$ cat config.mk
export PLATFORM = sky130hd
export DESIGN_NAME = serial_addsub_n_flat
export DESIGN_NICKNAME = d
export VERILOG_FILES = /design/src/rtl/serial_addsub_n_if.sv /design/src/rtl/serial_addsub_n.sv /design/src/flat_wrapper.sv
export SDC_FILE = /design/constraint.sdc
export NUM_CORES = 1
export LEC_CHECK = 0
export ABC_AREA = 1
export BUFFER_PORTS_ARGS = -buffer_cell sky130_fd_sc_hd__buf_2
export CAP_MARGIN = 5
export CORE_ASPECT_RATIO = 2
export CORE_UTILIZATION = 23
export CTS_CLUSTER_DIAMETER = 60
export DETAILED_ROUTE_END_ITERATION = 7
export PLACE_DENSITY = 0.44
export SLEW_MARGIN = 20
export SYNTH_ARGS = -nofsm -noshare
export SYNTH_HDL_FRONTEND = slang
export SYNTH_SLANG_ARGS = --single-unit
$ cat constraint.sdc
create_clock -name clk -period 2 [get_ports clk]
set_clock_uncertainty 0.15 [all_clocks]
set_input_delay 0.1 -clock clk [delete_from_list [all_inputs] [get_ports clk]]
set_output_delay 0.1 -clock clk [all_outputs]
set_load 0.005 [all_outputs]
$ cat src/rtl/serial_addsub_n_if.sv
// Operand/handshake/result bundle for the bit-serial adder/subtractor.
// master = operand source and result consumer; slave = the serial unit.
interface serial_addsub_n_if #(
  parameter int WIDTH = 4
);
  logic             load;
  logic             mode;
  logic [WIDTH-1:0] data_a;
  logic [WIDTH-1:0] data_b;
  logic             busy;
  logic             done;
  logic             sum_bit;
  logic [WIDTH-1:0] out_sum;
  logic             carry_out;
  logic             overflow;

  modport master (
    output load, mode, data_a, data_b,
    input  busy, done, sum_bit, out_sum, carry_out, overflow
  );

  modport slave (
    input  load, mode, data_a, data_b,
    output busy, done, sum_bit, out_sum, carry_out, overflow
  );
endinterface

$ cat src/rtl/serial_addsub_n.sv
// Bit-serial WIDTH-bit adder/subtractor. Operands are captured in parallel,
// one result bit is produced per clock LSB-first, and the completed word plus
// carry/overflow flags are published together with a one-cycle done pulse.
module serial_addsub_n #(
  parameter int WIDTH = 4
) (
  input logic               clk,
  input logic               reset,
  serial_addsub_n_if.slave  bus
);
  localparam int CW = $clog2(WIDTH) + 1;

  localparam logic [1:0] IDLE  = 2'd0;
  localparam logic [1:0] SHIFT = 2'd1;
  localparam logic [1:0] DONE  = 2'd2;

  logic [1:0]       state;
  logic [WIDTH-1:0] reg_a;
  logic [WIDTH-1:0] reg_b;
  // Only the upper WIDTH-1 partial-sum bits are kept: the bit that would fall
  // off the bottom on the final shift is never observable.
  logic [WIDTH-2:0] reg_s;
  logic             carry;
  logic [CW-1:0]    count;
  logic [WIDTH-1:0] out_sum;
  logic             carry_out;
  logic             overflow;

  logic             s_bit;
  logic             carry_nxt;
  logic [WIDTH-1:0] s_next;
  logic             last;

  // One full-adder slice on the current LSBs; subtraction arrives here as
  // A + ~B + 1 with the +1 preloaded into carry.
  assign s_bit     = reg_a[0] ^ reg_b[0] ^ carry;
  assign carry_nxt = (reg_a[0] & reg_b[0]) | (reg_a[0] & carry) | (reg_b[0] & carry);
  assign s_next    = {s_bit, reg_s};
  assign last      = (count == CW'(WIDTH - 1));

  // Capture / shift / publish sequencing; DONE may capture the next operation.
  always_ff @(posedge clk or negedge reset) begin
    if (!reset) begin
      state     <= IDLE;
      reg_a     <= '0;
      reg_b     <= '0;
      reg_s     <= '0;
      carry     <= 1'b0;
      count     <= '0;
      out_sum   <= '0;
      carry_out <= 1'b0;
      overflow  <= 1'b0;
    end else begin
      case (state)
        IDLE, DONE: begin
          if (bus.load) begin
            reg_a <= bus.data_a;
            reg_b <= bus.mode ? ~bus.data_b : bus.data_b;
            carry <= bus.mode;
            count <= '0;
            state <= SHIFT;
          end else begin
            state <= IDLE;
          end
        end
        SHIFT: begin
          carry <= carry_nxt;
          reg_a <= {1'b0, reg_a[WIDTH-1:1]};
          reg_b <= {1'b0, reg_b[WIDTH-1:1]};
          reg_s <= s_next[WIDTH-1:1];
          count <= count + 1'b1;
          if (last) begin
            out_sum   <= s_next;
            carry_out <= carry_nxt;
            // carry is the carry into the MSB on the last step
            overflow  <= carry ^ carry_nxt;
            state     <= DONE;
          end
        end
        default: state <= IDLE;
      endcase
    end
  end

  assign bus.busy      = (state == SHIFT);
  assign bus.done      = (state == DONE);
  assign bus.sum_bit   = (state == SHIFT) & s_bit;
  assign bus.out_sum   = out_sum;
  assign bus.carry_out = carry_out;
  assign bus.overflow  = overflow;
endmodule

$ cat src/flat_wrapper.sv
// flat-port wrapper written by rule: the top's interface ports become plain ports
module serial_addsub_n_flat 
#(
  parameter int WIDTH = 4
)
  (clk, reset, bus_load, bus_mode, bus_data_a, bus_data_b, bus_busy, bus_done, bus_sum_bit, bus_out_sum, bus_carry_out, bus_overflow);
  serial_addsub_n_if #(.WIDTH(WIDTH)) bus_i ();
  input logic clk;
  input logic reset;
  input wire logic [$bits(bus_i.load)-1:0] bus_load;
  input wire logic [$bits(bus_i.mode)-1:0] bus_mode;
  input wire logic [$bits(bus_i.data_a)-1:0] bus_data_a;
  input wire logic [$bits(bus_i.data_b)-1:0] bus_data_b;
  output wire logic [$bits(bus_i.busy)-1:0] bus_busy;
  output wire logic [$bits(bus_i.done)-1:0] bus_done;
  output wire logic [$bits(bus_i.sum_bit)-1:0] bus_sum_bit;
  output wire logic [$bits(bus_i.out_sum)-1:0] bus_out_sum;
  output wire logic [$bits(bus_i.carry_out)-1:0] bus_carry_out;
  output wire logic [$bits(bus_i.overflow)-1:0] bus_overflow;
  assign bus_i.load = bus_load;
  assign bus_i.mode = bus_mode;
  assign bus_i.data_a = bus_data_a;
  assign bus_i.data_b = bus_data_b;
  assign bus_busy = bus_i.busy;
  assign bus_done = bus_i.done;
  assign bus_sum_bit = bus_i.sum_bit;
  assign bus_out_sum = bus_i.out_sum;
  assign bus_carry_out = bus_i.carry_out;
  assign bus_overflow = bus_i.overflow;
  serial_addsub_n #(.WIDTH(WIDTH)) u_core (.clk(clk), .reset(reset), .bus(bus_i));
endmodule
# After elaboration in Yosys (flattened, before gate mapping)
# Index checks and enable logic that the tools add are counted.
word_totals:
  inputBits: 12
  mem_bits_ro: 0
  latch_bits: 0
  memories: 0
  word_cells: 42
  mem_bits_rw: 0
  regBits: 23
classes:
  n_div: 0
  mux: 12
  n_lt_le_gt_ge: 0
  n_reduce_logical: 5
  n_eq_ne: 5
  n_bitwise: 10
  shifts: 0
  multipliers: 0
  add_sub_neg: 1
ops:
  columns: ["op", "n"]
  rows:
  - ["$pmux W4 S2", 2]
  - ["$mux W4", 3]
  - ["$pmux W3 S2", 1]
  - ["$and A1 B1 Y1", 4]
  - ["$not A4 Y4", 1]
  - ["$pmux W2 S2", 1]
  - ["$reduce_and A2 Y1", 2]
  - ["$add A3 B1 Y3 const B", 1]
  - ["$eq A3 B2 Y1 const B", 1]
  - ["$mux W3", 1]
  - ["$xor A1 B1 Y1", 3]
  - ["$eq A2 B1 Y1 const B", 1]
  - ["$eq A2 B2 Y1 const B", 1]
  - ["$logic_not A2 Y1", 1]
  - ["$mux W1", 2]
  - ["$mux W2", 1]
  - ["$ne A2 B1 Y1 const B", 1]
  - ["$ne A2 B2 Y1 const B", 1]
  - ["$or A1 B1 Y1", 2]
  - ["$pmux W1 S2", 1]
  - ["$reduce_bool A2 Y1", 1]
  - ["$reduce_or A2 Y1", 1]

# Depth between registers and ports, before layout
# Gate-level depths: netlist (run 1).
logic_depth:
  ltp_word: 4
  mapped_depth: 7

# Least setup slack after synthesis (run 1)
# Ideal clock, no wire load.
synth_timing:
  kind: "register -> register"
  from: "reg u_core.carry"
  to: "reg u_core.overflow (netlist: u_core.bus.overflow)"
  arrival_time_ns: 1.122
  stages_incl_launch_ff: 5
  required_time_ns: 1.734
  synth_period_minus_slack_ns: 1.388
  path_buffers: 0
  setup_ns: 0.116
  slack_ns: 0.612
  path_cell_list: "dfrtp_1 -> fa_1 -> xor2_1 -> nand2_1 -> nand2_1"
synth_via:
  elab_chain_cells: 4
synth_lines:
  columns: ["item", "line_no", "rtl"]
  rows:
  - ["start, declared", "serial_addsub_n.sv:23", "logic carry;"]
  - ["start signal, assigned", "serial_addsub_n.sv:59", "carry <= bus.mode;"]
  - ["start signal, assigned", "serial_addsub_n.sv:67", "carry <= carry_nxt;"]
  - ["$and A1 B1 Y1", "serial_addsub_n.sv:37", "assign carry_nxt = (reg_a[0] & reg_b[0]) | (reg_a[0] & carry) | (reg_b[0] & carry);"]
  - ["$or A1 B1 Y1", "serial_addsub_n.sv:37", null]
  - ["$or A1 B1 Y1 *", "serial_addsub_n.sv:37", null]
  - ["via u_core.carry_nxt", "serial_addsub_n.sv:30", "logic carry_nxt;"]
  - ["$xor A1 B1 Y1 *", "serial_addsub_n.sv:76", "overflow <= carry ^ carry_nxt;"]
  - ["end signal, assigned", "serial_addsub_n.sv:76", null]
  - ["end, declared", "serial_addsub_n.sv:27", "logic overflow;"]
# The timed path passes the listed nets; every way through them passes the cells marked *.
# A chain may end at the register's enable or synchronous reset.

# Worst setup path in the final report (run 1)
layout_timing:
  from: "reg u_core.carry"
  to: "out bus_sum_bit"
layout_via:
  elab_chain_cells: 2
layout_lines:
  columns: ["item", "line_no", "rtl"]
  rows:
  - ["$xor A1 B1 Y1", "serial_addsub_n.sv:36", "assign s_bit = reg_a[0] ^ reg_b[0] ^ carry;"]
  - ["via u_core.s_bit", "serial_addsub_n.sv:29", "logic s_bit;"]
  - ["$and A1 B1 Y1", "serial_addsub_n.sv:87", "assign bus.sum_bit = (state == SHIFT) & s_bit;"]
  - ["end, declared", "flat_wrapper.sv:16", "output wire logic [$bits(bus_i.sum_bit)-1:0] bus_sum_bit;"]
# The timed path passes the listed nets, and every way through them passes these cells.

==> results of run 1 <==
==> state kept, by name, summed over array words and instances (netlist names) <==
register	cells
u_core.reg_a	4
u_core.carry	1
u_core.bus.out_sum	4
u_core.state	2
u_core.count	3
u_core.reg_b	4
u_core.bus.carry_out	1
u_core.bus.overflow	1
u_core.reg_s	3
==> cell families (layout without fill, tap and decap cells) <==
group | Yosys count | in the layout | share of synthesized area
xor gates and xnor gates | 2 | 2 | 0.0158
buffers and inverters | 18 | 45 | 0.0747
and+or+nand+nor | 79 | 79 | 0.318
AOI/OAI and AO/OA | 6 | 6 | 0.0305
DFF | 23 | 23 | 0.520
adders and majority gates | 3 | 3 | 0.0407
==> timing repair <==
item,CTS,global route
hold buffers,5,0
endpoints found under the hold margin,27,0
buffers inserted,0,0
==> worst reg2reg max path, delay by kind of cell (launching register included) <==
kind / cells / cell delay [ps]
adders and majority gates: 1 / 490
and+or+nand+nor: 2 / 100
xor gates and xnor gates: 1 / 180
DFF: 1 / 430
==> through the flow <==
| step | hold WS, ps | cell area, µm² | total power, mW | cells |
|---|---|---|---|---|
| floorplan | -346 | 1110 | 1.46 | 131 |
| global placement | -38.4 | 1250 | 1.70 | 204 |
| detailed placement | -31.6 | 1250 | 1.71 | 204 |
| CTS | 2.72 | 1350 | 2.02 | 213 |
| global route | 35.2 | 1350 | 2.19 | 213 |
| finish | 2.14 | 1350 | 1.97 | 213 |
==> metal layers <==
metal / global-route usage / wire, µm
met2: 0.200 / 1330
met4: 0.0513 / 31
met5: 0 / 0
met1: 0.113 / 863
met3: 0.0167 / 94
==> cell usage in the layout (no fill, tap or decap), drive strengths merged <==
master	instances
inv	16
ha	2
fa	1
o21ai	5
or2	1
dfrtp	23
nor2	6
nand2	55
nand3	17
xor2	2
clkbuf	4
buf	20
a21oi	1
dlygate4sd3	5
==> how the worst max path moves through the flow <==
stage	end	slack (ps)
finish	bus_sum_bit	220
global route	bus_sum_bit	110
CTS	bus_sum_bit	200
detailed placement	bus_sum_bit	500
global placement	bus_sum_bit	480
floorplan	u_core.bus.overflow$_DFFE_PN0P_	610
==> power groups by stage <==
| stage | combinational [mW] | sequential [mW] | clock, mW |
|---|---|---|---|
| after floorplan | 0.664 | 0.799 | 0 |
| after global placement | 0.857 | 0.843 | 0 |
| after detailed placement | 0.866 | 0.848 | 0 |
| after CTS | 0.877 | 0.841 | 0.297 |
| after global routing | 1.01 | 0.866 | 0.319 |
| final | 0.844 | 0.836 | 0.287 |
==> final cells by class <==
cell class / instances / area [µm²] / share of cell area
flip-flops and latches: 23 / 576 / 0.427
well taps: 55 / 68.8 / 0.0511
multi-input cells: 90 / 448 / 0.332
inverters: 16 / 60.1 / 0.0446
clock buffers: 4 / 45.0 / 0.0334
repair buffers: 25 / 150 / 0.111
==> qor.yml, run 1 <==
run_status:
  status: "finished clean"
yosys:
  ys_warn_count: 0
  synthArstFlopShare: 1.00
  synthDominantCellAreaShare: 0.520
  synth_area_leaders: "dfrtp_1 (52%), nand2_1 (18%), nand3_1 (7.7%), inv_1 (4.4%), ha_1 (2.3%)"
  syn_nets: 146
  ys_seq_area_frac: 0.520
  synth_area_per_cell_um2: 8.44
  synth_top_area_cell: "dfrtp_1"
  synth_edf_count: 0
  ys.flop_type: "dfrtp_1"
  synth_cells: 131
  ys_seq_elements: 23
  netlist_top_cells_count: "nand2_1 (52), dfrtp_1 (23), nand3_1 (17)"
  yosysUniqueCellTypes: 18
  synth.cell_area_mm2: 0.00111
  yosysMostFrequentCell: "nand2_1"
cts:
  cts_buffers: 3
  clk_pin_slew_ps: 80
  clockBufferDepth: 2
  ctsResizeCount: 0
  root_buffer: "clkbuf_8"
  insertion_delay_ps: 260
  cts_tree: "yes"
  htreeDepth: 1
  cts.sink_count: 23
worst_setup_path:
  r2r-start: "u_core.carry$_DFFE_PN0P_"
  endpoint_kind: "primary output"
  critPathLaunch: "u_core.carry$_DFFE_PN0P_"
  r2r-end: "u_core.bus.overflow$_DFFE_PN0P_"
  cp-start-kind: "register"
  criticalPathCategory: "register to primary output"
  cp.arrival_ps: 1530
  path_cells: "fa_1, inv_1, nor2_1, buf_2"
  crit_family: "adder cells"
  crit_slowest_cell: "fa_1"
  critPathMaxStageDelay_ps: 570
  rr_worst_depth: 4
  cp_num_cells: 4
  cp_max_fo: 3
  r2r_slack_ps: 540
  crit_required_ps: 1750
  critPathBufInv: 2
hold_path:
  whs_path_depth: 5
  min_path_type: "input pin to register"
  min_from: "bus_data_a[0]"
  hold_end: "u_core.reg_a[0]$_DFFE_PN0P_"
pwr:
  ir_worst_vdd_uv: 448
  p_comb_frac: 0.429
  p_int_mw: 1.16
  power_switching_share: 0.411
  seqPwrFrac: 0.425
  p_clk_frac: 0.146
  p_sw_mw: 0.809
  p_leak_nw: 0.730
  p_per_area_mw_per_mm2: 1460
cells_and_area:
  drive_gt1_frac: 0.203
  diodes: 0
  area_delta_synth_final_pct: 21.8
  nFillCells: 526
  fin_util: 0.293
  final_nets: 174
global_routing:
  antenna_found_initial: 0
  grt_start_max_net_pins: 24
  grt_util_all_layers: 0.108
  grt_pass1_wl_um: 4120
  grt_pass1_vias: 938
  gr-total-overflow: 0
sta:
  hold_violations: 0
  max_freq_mhz: 562
  finalCritPeriodShare: 0.889
  slew_headroom: 0.647
  post-route-min-period_ps: 1780
  fin_ws_ps: 222
  maxSlewViolCount: 0
  setup_viol: 0
  worstMarginPinSlew_ps: 530
  setup_tns_ps: 0
  rsz0062_at_grt: "false"
route:
  avgViaCountPerCell: 4.28
  drt_iter0_markers: 21
  ant_nets: 0
  vias: 911
  wl_per_cell_um: 10.9
  wirelength_um: 2320
  firstDrtPassIters: 4
  drc: 0
floorplan:
  initial_core_util: 0.241
  rows: 35
  fp.dieH_um: 100
  core_area_mm2: 0.00460
  ios: 21
  die_x_um: 51.0
  die_area_mm2: 0.00511
placement:
  dp_hpwl_um: 1870
  gp_congestion: 0.680
  port_buffers: 20
  pre_cts_slack_ps: 499
job:
  maxCapViolations: 0
Note: power is estimated with default switching activity, not from simulation.
==> inputs of run 2 (changes only) <==
--- a/config.mk
+++ b/config.mk
@@ -5,7 +5,6 @@
 export SDC_FILE = /design/constraint.sdc
 export NUM_CORES = 1
 export LEC_CHECK = 0
-export ABC_AREA = 1
 export BUFFER_PORTS_ARGS = -buffer_cell sky130_fd_sc_hd__buf_2
 export CAP_MARGIN = 5
 export CORE_ASPECT_RATIO = 2
==> qor.yml, run 2 <==
worst_setup_path:
  crit_required_ps: 1750
  r2r_slack_ps: 380
  cp_max_fo: 3
  critPathMaxStageDelay_ps: 570
  endpoint_kind: "primary output"
  critPathBufInv: 1
  criticalPathCategory: "register to primary output"
  crit_slowest_cell: "fa_1"
  crit_family: "adder cells"
  critPathLaunch: "u_core.carry$_DFFE_PN0P_"
  rr_worst_depth: 4
  path_cells: "fa_1, and2_1, buf_2"
  r2r-start: "u_core.count[0]$_DFFE_PN0P_"
  cp.arrival_ps: 1540
  cp-start-kind: "register"
  r2r-end: "u_core.bus.carry_out$_DFFE_PN0P_"
yosys:
  synth.cell_area_mm2: 0.00102
  synth_fa_ha_area_frac: 0.0442
  synth_cells: 84
  yosysUniqueCellTypes: 27
  ys_seq_elements: 23
  synthDominantCellAreaShare: 0.565
  synth_area_leaders: "dfrtp_1 (57%), mux2_2 (5.5%), nand2_1 (3.7%), a22o_1 (3.4%), xnor2_1 (3.4%)"
  ys.flop_type: "dfrtp_1"
  synth-compound-area-share: 0.124
  synthArstFlopShare: 1.00
  synth_top_area_cell: "dfrtp_1"
  yosys.area_share.xor_xnor: 0.0430
  ys_seq_area_frac: 0.565
  synthMuxAreaShare: 0.0553
  synth-simple-area-share: 0.123
  synth_top_family_by_area: "compound AO/OA/AOI/OAI gates"
  yosysMostFrequentCell: "dfrtp_1"
  synth_edf_count: 0
  syn_nets: 99
  synth_area_per_cell_um2: 12.1
  ys_warn_count: 0
  netlist_top_cells_count: "dfrtp_1 (23), nand2_1 (10), mux2_2 (5)"
job:
  maxCapViolations: 0
cts:
  cts_buffers: 3
  ctsResizeCount: 0
  cts.sink_count: 23
  root_buffer: "clkbuf_8"
  insertion_delay_ps: 260
  htreeDepth: 1
  clockBufferDepth: 2
  cts_tree: "yes"
  clk_pin_slew_ps: 80
route:
  firstDrtPassIters: 4
  drc: 0
  avgViaCountPerCell: 4.37
  wl_per_cell_um: 12.5
  wirelength_um: 2020
  vias: 704
  drt_iter0_markers: 10
  ant_nets: 0
sta:
  post-route-min-period_ps: 1790
  rsz0062_at_grt: "false"
  setup_tns_ps: 0
  worstMarginPinSlew_ps: 511
  max_freq_mhz: 558
  slew_headroom: 0.659
  maxSlewViolCount: 0
  finalCritPeriodShare: 0.897
  hold_violations: 0
  setup_viol: 0
cells_and_area:
  drive_gt1_frac: 0.312
  final-instance-count-excl-fill: 161
  reg_top3: "u_core.bus.out_sum x4, u_core.reg_a x4, u_core.reg_b x4"
  final_common_cell: "dfrtp_1"
  area_delta_synth_final_pct: 23.0
  final_nets: 125
  layout_common_cells: "dfrtp_1 (23), buf_2 (20), nand2_1 (10)"
  postLayoutCellArea_mm2: 0.00125
  diodes: 0
placement:
  port_buffers: 20
  gp_congestion: 0.772
  dp_hpwl_um: 1550
  dp_cells: 152
  dpl_cell_area_mm2: 0.00116
pwr:
  ir_worst_vdd_uv: 608
  p_leak_nw: 0.618
  p_per_area_mw_per_mm2: 1480
global_routing:
  antenna_found_initial: 0
  grt_start_max_net_pins: 24
  gr-total-overflow: 0
  grt_util_all_layers: 0.101
  grt_pass1_vias: 740
  grt_pass1_wl_um: 3530
floorplan:
  die_area_mm2: 0.00471
  core_area_mm2: 0.00417
  fp.dieH_um: 96.1
  die_x_um: 49.1
  initial_core_util: 0.244
  ios: 21
  rows: 33
hold_path:
  min_path_type: "input pin to register"
  hold_end: "u_core.reg_b[3]$_DFFE_PN0P_"
  whs_path_depth: 3
  min_from: "bus_data_b[3]"
run_status:
  status: "finished clean"
## run 2: final cells by class
class	instances	area (µm²)
clock buffer	3	41.3
clock inverter	1	5.00
fill	445	2920
inverter	3	11.3
multi-input combinational	53	397
sequential	23	576
tap	52	65.1
timing repair buffer	26	158
## run 2: timing repair
action,4_1_cts,5_1_grt
setup buffers,0,0
hold buffers,5,0
endpoints found under the hold margin,27,0
## run 2: metrics by stage
step | power, mW | setup WS (ps) | hold slack (ps) | util
after floorplan | 1.36 | 480 | -346 | -
after global placement | 1.57 | 366 | -42.9 | 0.277
after detailed placement | 1.59 | 368 | -38.6 | 0.277
after CTS | 1.89 | 187 | 35.4 | 0.300
after global routing | 2.03 | 116 | 43.0 | 0.300
final | 1.85 | 207 | 40.1 | 0.300
## run 2: worst max-delay path by stage
stage	endpoint	slack (ps)	depth (start not counted)
floorplan	u_core.bus.carry_out$_DFFE_PN0P_	480	4
global placement	u_core.bus.carry_out$_DFFE_PN0P_	370	4
detailed placement	u_core.bus.carry_out$_DFFE_PN0P_	370	4
CTS	bus_sum_bit	190	3
global route	bus_sum_bit	120	3
finish	bus_sum_bit	210	3
## run 2: kinds of logic after synthesis
kind of cell    count (synthesis)
fa+ha+maj                       3
xor+xnor                        5
simple gates                   24
flops                          23
buf+inv                         8
mux                             5
compound gates                 16
## run 2: routing by layer
| metal | vias up | global-route usage | share of wire | wire [µm] |
|---|---|---|---|---|
| met5 | - | 0 | 0 | 0 |
| met4 | 0 | 0.0588 | 0.026 | 52 |
| met3 | 6 | 0.0158 | 0.030 | 60 |
| met2 | 17 | 0.181 | 0.54 | 1090 |
| met1 | 342 | 0.111 | 0.41 | 817 |
| li1 | 339 | - | - | - |
## run 2: power by group
group	switching, mW	internal, mW
clock	0.143	0.139
sequential	0.128	0.674
combinational	0.392	0.375
total	0.663	1.19
## run 2: worst min-delay path: stages
cell	delay, ps
buf_2	80
xor2_1	50
a22o_1	180
